File: src/rtl/friscv_io_master_pkg.sv
// Shared types for the IO bus initiator: FSM states and the
// buffered request entry.
package friscv_io_master_pkg;

    localparam int IO_ADDRW = 15;
    localparam int IO_XLEN  = 32;
    localparam int IO_STRBW = IO_XLEN / 8;

    typedef enum logic [1:0] {
        ST_IDLE,
        ST_ACCESS,
        ST_RESP
    } io_state_t;

    typedef struct packed {
        logic                wr;
        logic [IO_ADDRW-1:0] addr;
        logic [IO_XLEN-1:0]  wdata;
        logic [IO_STRBW-1:0] strb;
    } io_req_t;

endpackage

File: src/rtl/friscv_io_req_fifo.sv
// Single-clock request buffer between the load/store unit and the
// IO access sequencer.
module friscv_io_req_fifo
    import friscv_io_master_pkg::*;
#(
    parameter int DEPTH = 4
) (
    input  logic    aclk,
    input  logic    srst,
    input  logic    push,
    input  io_req_t wdata,
    input  logic    pop,
    output io_req_t rdata,
    output logic    full,
    output logic    empty
);

    localparam int AW = $clog2(DEPTH);
    localparam logic [AW:0] PTR_ONE = (AW+1)'(1);

    // Extra MSB on each pointer separates the full and empty cases.
    logic [AW:0] wptr_q;
    logic [AW:0] wptr_d;
    logic [AW:0] rptr_q;
    logic [AW:0] rptr_d;
    io_req_t     mem_q [DEPTH];

    assign empty = (wptr_q == rptr_q);
    assign full  = (wptr_q[AW] != rptr_q[AW]) &&
                   (wptr_q[AW-1:0] == rptr_q[AW-1:0]);
    assign rdata = mem_q[rptr_q[AW-1:0]];

    always_comb begin
        wptr_d = wptr_q;
        rptr_d = rptr_q;
        if (push && !full) begin
            wptr_d = wptr_q + PTR_ONE;
        end
        if (pop && !empty) begin
            rptr_d = rptr_q + PTR_ONE;
        end
    end

    always_ff @(posedge aclk) begin
        if (srst) begin
            wptr_q <= '0;
            rptr_q <= '0;
        end else begin
            wptr_q <= wptr_d;
            rptr_q <= rptr_d;
        end
    end

    always_ff @(posedge aclk) begin
        if (push && !full) begin
            mem_q[wptr_q[AW-1:0]] <= wdata;
        end
    end

endmodule

File: src/rtl/friscv_io_master.sv
// IO bus initiator: buffers load/store requests and issues them one at
// a time, with a watchdog that errors out unacknowledged accesses.
module friscv_io_master
    import friscv_io_master_pkg::*;
#(
    parameter int ADDRW   = IO_ADDRW,
    parameter int XLEN    = IO_XLEN,
    parameter int DEPTH   = 4,
    parameter int TIMEOUT = 64
) (
    input  logic              aclk,
    input  logic              srst,
    input  logic              req_valid,
    output logic              req_ready,
    input  logic              req_wr,
    input  logic [ADDRW-1:0]  req_addr,
    input  logic [XLEN-1:0]   req_wdata,
    input  logic [XLEN/8-1:0] req_strb,
    output logic              rsp_valid,
    input  logic              rsp_ready,
    output logic [XLEN-1:0]   rsp_rdata,
    output logic              rsp_err,
    output logic              mst_en,
    output logic              mst_wr,
    output logic [ADDRW-1:0]  mst_addr,
    output logic [XLEN-1:0]   mst_wdata,
    output logic [XLEN/8-1:0] mst_strb,
    input  logic [XLEN-1:0]   mst_rdata,
    input  logic              mst_ready
);

    localparam int WDW = $clog2(TIMEOUT);
    localparam logic [WDW-1:0] WD_LAST = WDW'(TIMEOUT - 1);
    localparam logic [WDW-1:0] WD_ONE  = WDW'(1);

    io_state_t         state_q;
    io_state_t         state_d;
    logic              mst_en_q;
    logic              mst_en_d;
    logic              mst_wr_q;
    logic              mst_wr_d;
    logic [ADDRW-1:0]  mst_addr_q;
    logic [ADDRW-1:0]  mst_addr_d;
    logic [XLEN-1:0]   mst_wdata_q;
    logic [XLEN-1:0]   mst_wdata_d;
    logic [XLEN/8-1:0] mst_strb_q;
    logic [XLEN/8-1:0] mst_strb_d;
    logic              rsp_valid_q;
    logic              rsp_valid_d;
    logic [XLEN-1:0]   rsp_rdata_q;
    logic [XLEN-1:0]   rsp_rdata_d;
    logic              rsp_err_q;
    logic              rsp_err_d;
    logic [WDW-1:0]    wdog_q;
    logic [WDW-1:0]    wdog_d;

    logic    fifo_full;
    logic    fifo_empty;
    logic    fifo_push;
    logic    fifo_pop;
    io_req_t push_data;
    io_req_t head;

    assign req_ready = !fifo_full && !srst;
    assign fifo_push = req_valid && req_ready;
    assign push_data = '{wr: req_wr, addr: req_addr,
                         wdata: req_wdata, strb: req_strb};

    friscv_io_req_fifo #(
        .DEPTH (DEPTH)
    ) u_fifo (
        .aclk  (aclk),
        .srst  (srst),
        .push  (fifo_push),
        .wdata (push_data),
        .pop   (fifo_pop),
        .rdata (head),
        .full  (fifo_full),
        .empty (fifo_empty)
    );

    always_comb begin
        state_d     = state_q;
        mst_en_d    = mst_en_q;
        mst_wr_d    = mst_wr_q;
        mst_addr_d  = mst_addr_q;
        mst_wdata_d = mst_wdata_q;
        mst_strb_d  = mst_strb_q;
        rsp_valid_d = rsp_valid_q;
        rsp_rdata_d = rsp_rdata_q;
        rsp_err_d   = rsp_err_q;
        wdog_d      = wdog_q;
        fifo_pop    = 1'b0;
        unique case (state_q)
            ST_IDLE: begin
                if (!fifo_empty) begin
                    mst_en_d    = 1'b1;
                    mst_wr_d    = head.wr;
                    mst_addr_d  = head.addr;
                    mst_wdata_d = head.wdata;
                    mst_strb_d  = head.strb;
                    wdog_d      = '0;
                    state_d     = ST_ACCESS;
                end
            end
            ST_ACCESS: begin
                // Acknowledge takes priority over the watchdog expiring.
                if (mst_ready) begin
                    rsp_rdata_d = mst_wr_q ? '0 : mst_rdata;
                    rsp_err_d   = 1'b0;
                    rsp_valid_d = 1'b1;
                    mst_en_d    = 1'b0;
                    fifo_pop    = 1'b1;
                    state_d     = ST_RESP;
                end else if (wdog_q == WD_LAST) begin
                    rsp_rdata_d = '0;
                    rsp_err_d   = 1'b1;
                    rsp_valid_d = 1'b1;
                    mst_en_d    = 1'b0;
                    fifo_pop    = 1'b1;
                    state_d     = ST_RESP;
                end else begin
                    wdog_d = wdog_q + WD_ONE;
                end
            end
            ST_RESP: begin
                if (rsp_ready) begin
                    rsp_valid_d = 1'b0;
                    state_d     = ST_IDLE;
                end
            end
            default: begin
                state_d = ST_IDLE;
            end
        endcase
    end

    always_ff @(posedge aclk) begin
        if (srst) begin
            state_q     <= ST_IDLE;
            mst_en_q    <= 1'b0;
            mst_wr_q    <= 1'b0;
            mst_addr_q  <= '0;
            mst_wdata_q <= '0;
            mst_strb_q  <= '0;
            rsp_valid_q <= 1'b0;
            rsp_rdata_q <= '0;
            rsp_err_q   <= 1'b0;
            wdog_q      <= '0;
        end else begin
            state_q     <= state_d;
            mst_en_q    <= mst_en_d;
            mst_wr_q    <= mst_wr_d;
            mst_addr_q  <= mst_addr_d;
            mst_wdata_q <= mst_wdata_d;
            mst_strb_q  <= mst_strb_d;
            rsp_valid_q <= rsp_valid_d;
            rsp_rdata_q <= rsp_rdata_d;
            rsp_err_q   <= rsp_err_d;
            wdog_q      <= wdog_d;
        end
    end

    assign mst_en    = mst_en_q;
    assign mst_wr    = mst_wr_q;
    assign mst_addr  = mst_addr_q;
    assign mst_wdata = mst_wdata_q;
    assign mst_strb  = mst_strb_q;
    assign rsp_valid = rsp_valid_q;
    assign rsp_rdata = rsp_rdata_q;
    assign rsp_err   = rsp_err_q;

endmodule

File: config.mk
export PLATFORM = sky130hd
export DESIGN_NAME = friscv_io_master
export DESIGN_NICKNAME = d
export VERILOG_FILES = /design/src/rtl/friscv_io_master_pkg.sv /design/src/rtl/friscv_io_req_fifo.sv /design/src/rtl/friscv_io_master.sv
export SDC_FILE = /design/constraint.sdc
export NUM_CORES = 1
export LEC_CHECK = 0
export CORE_MARGIN = 1
export CORE_UTILIZATION = 30
export DETAILED_ROUTE_END_ITERATION = 6
export PLACE_DENSITY = 0.58
export SYNTH_ARGS = -nofsm -noshare
export SYNTH_HDL_FRONTEND = slang
export SYNTH_HIERARCHICAL = 1
export SYNTH_SLANG_ARGS = --single-unit
File: constraint.sdc
create_clock -name aclk -period 6.5 [get_ports aclk]
set_input_delay 0.65 -clock aclk [delete_from_list [all_inputs] [get_ports aclk]]
set_output_delay 0.65 -clock aclk [all_outputs]
set_load 0.01 [all_outputs]
==> impl_results.md <==
* Worst setup startpoint: u_fifo/rptr_q[0]$_SDFFE_PP0P_
* Synthesized area per cell at roughly 16 µm²
* F_max at 0.304 GHz
* RSZ-0062 raised after global routing: false
* Synth warn at 6
* CP max FO at 8
* Core ar. at between 0.03 and 0.04 mm²
* ANT cells at 0
* Worst R2R Start: u_fifo/wptr_q[1]$_SDFFE_PP0P_
* Drt first pass iters at 4
* Worst setup margin at approximately 3.2 ns
* PD cells at around 350 mW/mm²
* Final min period at between 3 and 4 ns
* CP arrival at 2.64 ns
* Worst slew margin at 40.0%
* Status: completed
* Hold_sp: mst_wdata[7]$_SDFFE_PP0P_
* Placement Setup Slack at ~3.4 ns
* Number of global-route vias before repair at between 6000 and 7000
* First-pass GRT wire length at 37.5 mm
* Setup Total Neg Slack at 0 ns
* Drt drc at 0
* Worst Tran Pin Value at 0.900 ns
* Leakage at 4.71 nW
* # setup viols final at 0
* Dpl cell area at 0.0136 mm²
* Crit path kind: reg -> out
* Antenna violations before repair at 0
* Final net count at 969
* Max-slew violation count at 0
* H-tree depth at 1
* Count of input and output buffers at 176
* Highest metal used: met4
* CP Launch Type: flip-flop
* DRT Wirelength at 24.6 mm
* Clk_lat worst skew at between 0.5 and 0.6 ns
* Overall power at 5.06 mW
* DRT iter0 DRCs at 297
* Most used DFF post-synth: edfxtp_1
* CTS tree: built
* Final Core Density at 39.6%
* Number of distinct library cells after synthesis at 50
* GPL Wtd Cong at 0.721
* Cell area after synthesis at 0.0114 mm²
* Root buf cell: clkbuf_16
* Finished Layout Cells at 1403
* Die width at 197 µm
* Setup Skew at 0.0138 ns
* Initial core utilization at a little under a third
* Total number of vias at 6437
* Vias per Instance at 4.59
* CTS Hold Bufs at 0
* Most frequent cells in the layout: edfxtp_1 (208), clkdlybuf4s50_1 (175), nand2_1 (114)
* Hold WC Path Type: reg -> reg
* Layout cells sized above 1 at 13.7%
* Tcrit/Tclk final at 50.6%
* Max clock buf depth at 3
* Wl on met1 at 10.8 mm
* Die area at 0.0386 mm²
* EDFF count, synth at around 210
* Routed wl met2 at 11.8 mm
* Post-CTS sizing at 0
* Max-cap viol count at 0
* Max VDD drop at between 0.2 and 0.25 mV
* Synth-to-Final Area Change at 29.0%
* FP Rows at 70
* Synthesized instance count at 699
* Num CTS Buffers at 31
* Post-Place Cells at 1345
* Clk sinks at 311
* Seq/Total Area, Yosys at 73.2%
* Die Span Y at 197 µm
* IO Pins at between 150 and 200
* Largest net degree at the start of global routing at 80
* All-layer global routing usage at 12.5%
* WHS at 0.452 ns
* Post-CTS Setup Inserts at 0
* Synth async-reset ratio at 0%
* Post-route cell area at 0.0147 mm²
* Wire length on met3 at around 1.4 mm
* Count of final hold-check violations at 0
* Yosys reg bits at around 310
* Post-Syn Nets at 794
* Critical Path RT at ~6 ns
* Clock Pin Slew Worst Setup and Hold Paths at 0.06 ns
* HPWL Detailed at 14.8 mm
* Drt wl/cell at 17.5 µm
* Detail Route Antenna Nets at 0
* Congestion Overflow GR at 0
* Fill cells at around 3400
* Commonest non-fill, non-tap cell in the layout: edfxtp_1
* CP Capture Type: output port
## flip-flops by register name (all words and copies together), names as in the netlist, named ones only
register	count
rsp_err	1
mst_en	1
rsp_rdata	32
state_q	2
u_fifo/mem_q	208
mst_strb	4
wdog_q	6
mst_addr	15
u_fifo/wptr_q	3
rsp_valid	1
mst_wdata	32
u_fifo/rptr_q	3
mst_wr	1
## final cells by class
cell class	count	area, µm²	share of cell area, %
timing repair buffer	182	1800	12.3
tap	504	631	4.30
multi-input combinational	343	2840	19.4
sequential	311	8320	56.7
clock inverter	20	214	1.46
inverter	5	18.8	0.128
clock buffer	38	832	5.68
## critical path, cell delays in order (launching register included)
cell             delay, ns
dfxtp_1               0.38
xnor2_1               0.64
nand2_1               0.28
nor2_1                0.16
nor2_1                0.06
clkdlybuf4s50_1       0.57
## power breakdown
group | leakage (nW) | internal, mW | total (mW) | switching [mW]
Combinational | 1.47 | 0.436 | 0.900 | 0.464
Clock | 0.508 | 1.07 | 1.81 | 0.740
Sequential | 2.73 | 2.27 | 2.36 | 0.0877
## cells in the mapped netlist, types with 2 or more instances
cell,count,area share (%)
a21oi_1,60,2.6
a22o_1,32,2.5
a31oi_1,4,0.22
a32oi_1,2,0.15
a41oi_1,2,0.15
and2_1,5,0.28
buf_1,3,0.099
buf_2,19,0.84
buf_4,3,0.20
buf_6,3,0.30
clkbuf_1,10,0.33
dfxtp_1,103,18
edfxtp_1,208,55
ha_1,6,0.66
inv_1,5,0.17
mux4_2,52,10
nand2_1,114,3.8
nand2b_1,2,0.11
nand3_1,7,0.31
nand3b_1,2,0.13
nand4_1,2,0.11
nor2_1,8,0.26
nor3b_1,4,0.26
o211ai_1,5,0.33
o21ai_0,6,0.26
or3_1,2,0.11
xnor2_1,4,0.31
xor2_1,4,0.31
## metal layers
layer,global-route usage [%],vias to the layer above
met5,0,-
met4,3.30,0
met3,2.79,35
met2,21.6,176
met1,15.9,3195
li1,-,3031
## kinds of logic after synthesis
logic type | count (synthesis) | share of synthesized area [%]
XOR/XNOR | 8 | 0.617
AO/OA/AOI/OAI | 120 | 6.93
adder cells (fa/ha/maj) | 6 | 0.661
flip-flops | 311 | 73.2
AND/OR/NAND/NOR | 156 | 6.13
buffers and inverters | 45 | 2.12
multiplexers | 53 | 10.4
## worst paths after layout
kind	endpoint	slack, ns	cells past startpoint
max	req_ready	3.21	5
min	mst_wdata[7]$_SDFFE_PP0P_	0.45	2
max reg2reg	u_fifo/mem_q[1][0]$_DFFE_PP_	3.51	8
min reg2reg	mst_wdata[7]$_SDFFE_PP0P_	0.45	2
No activity file was read; power rests on OpenSTA's default activity.
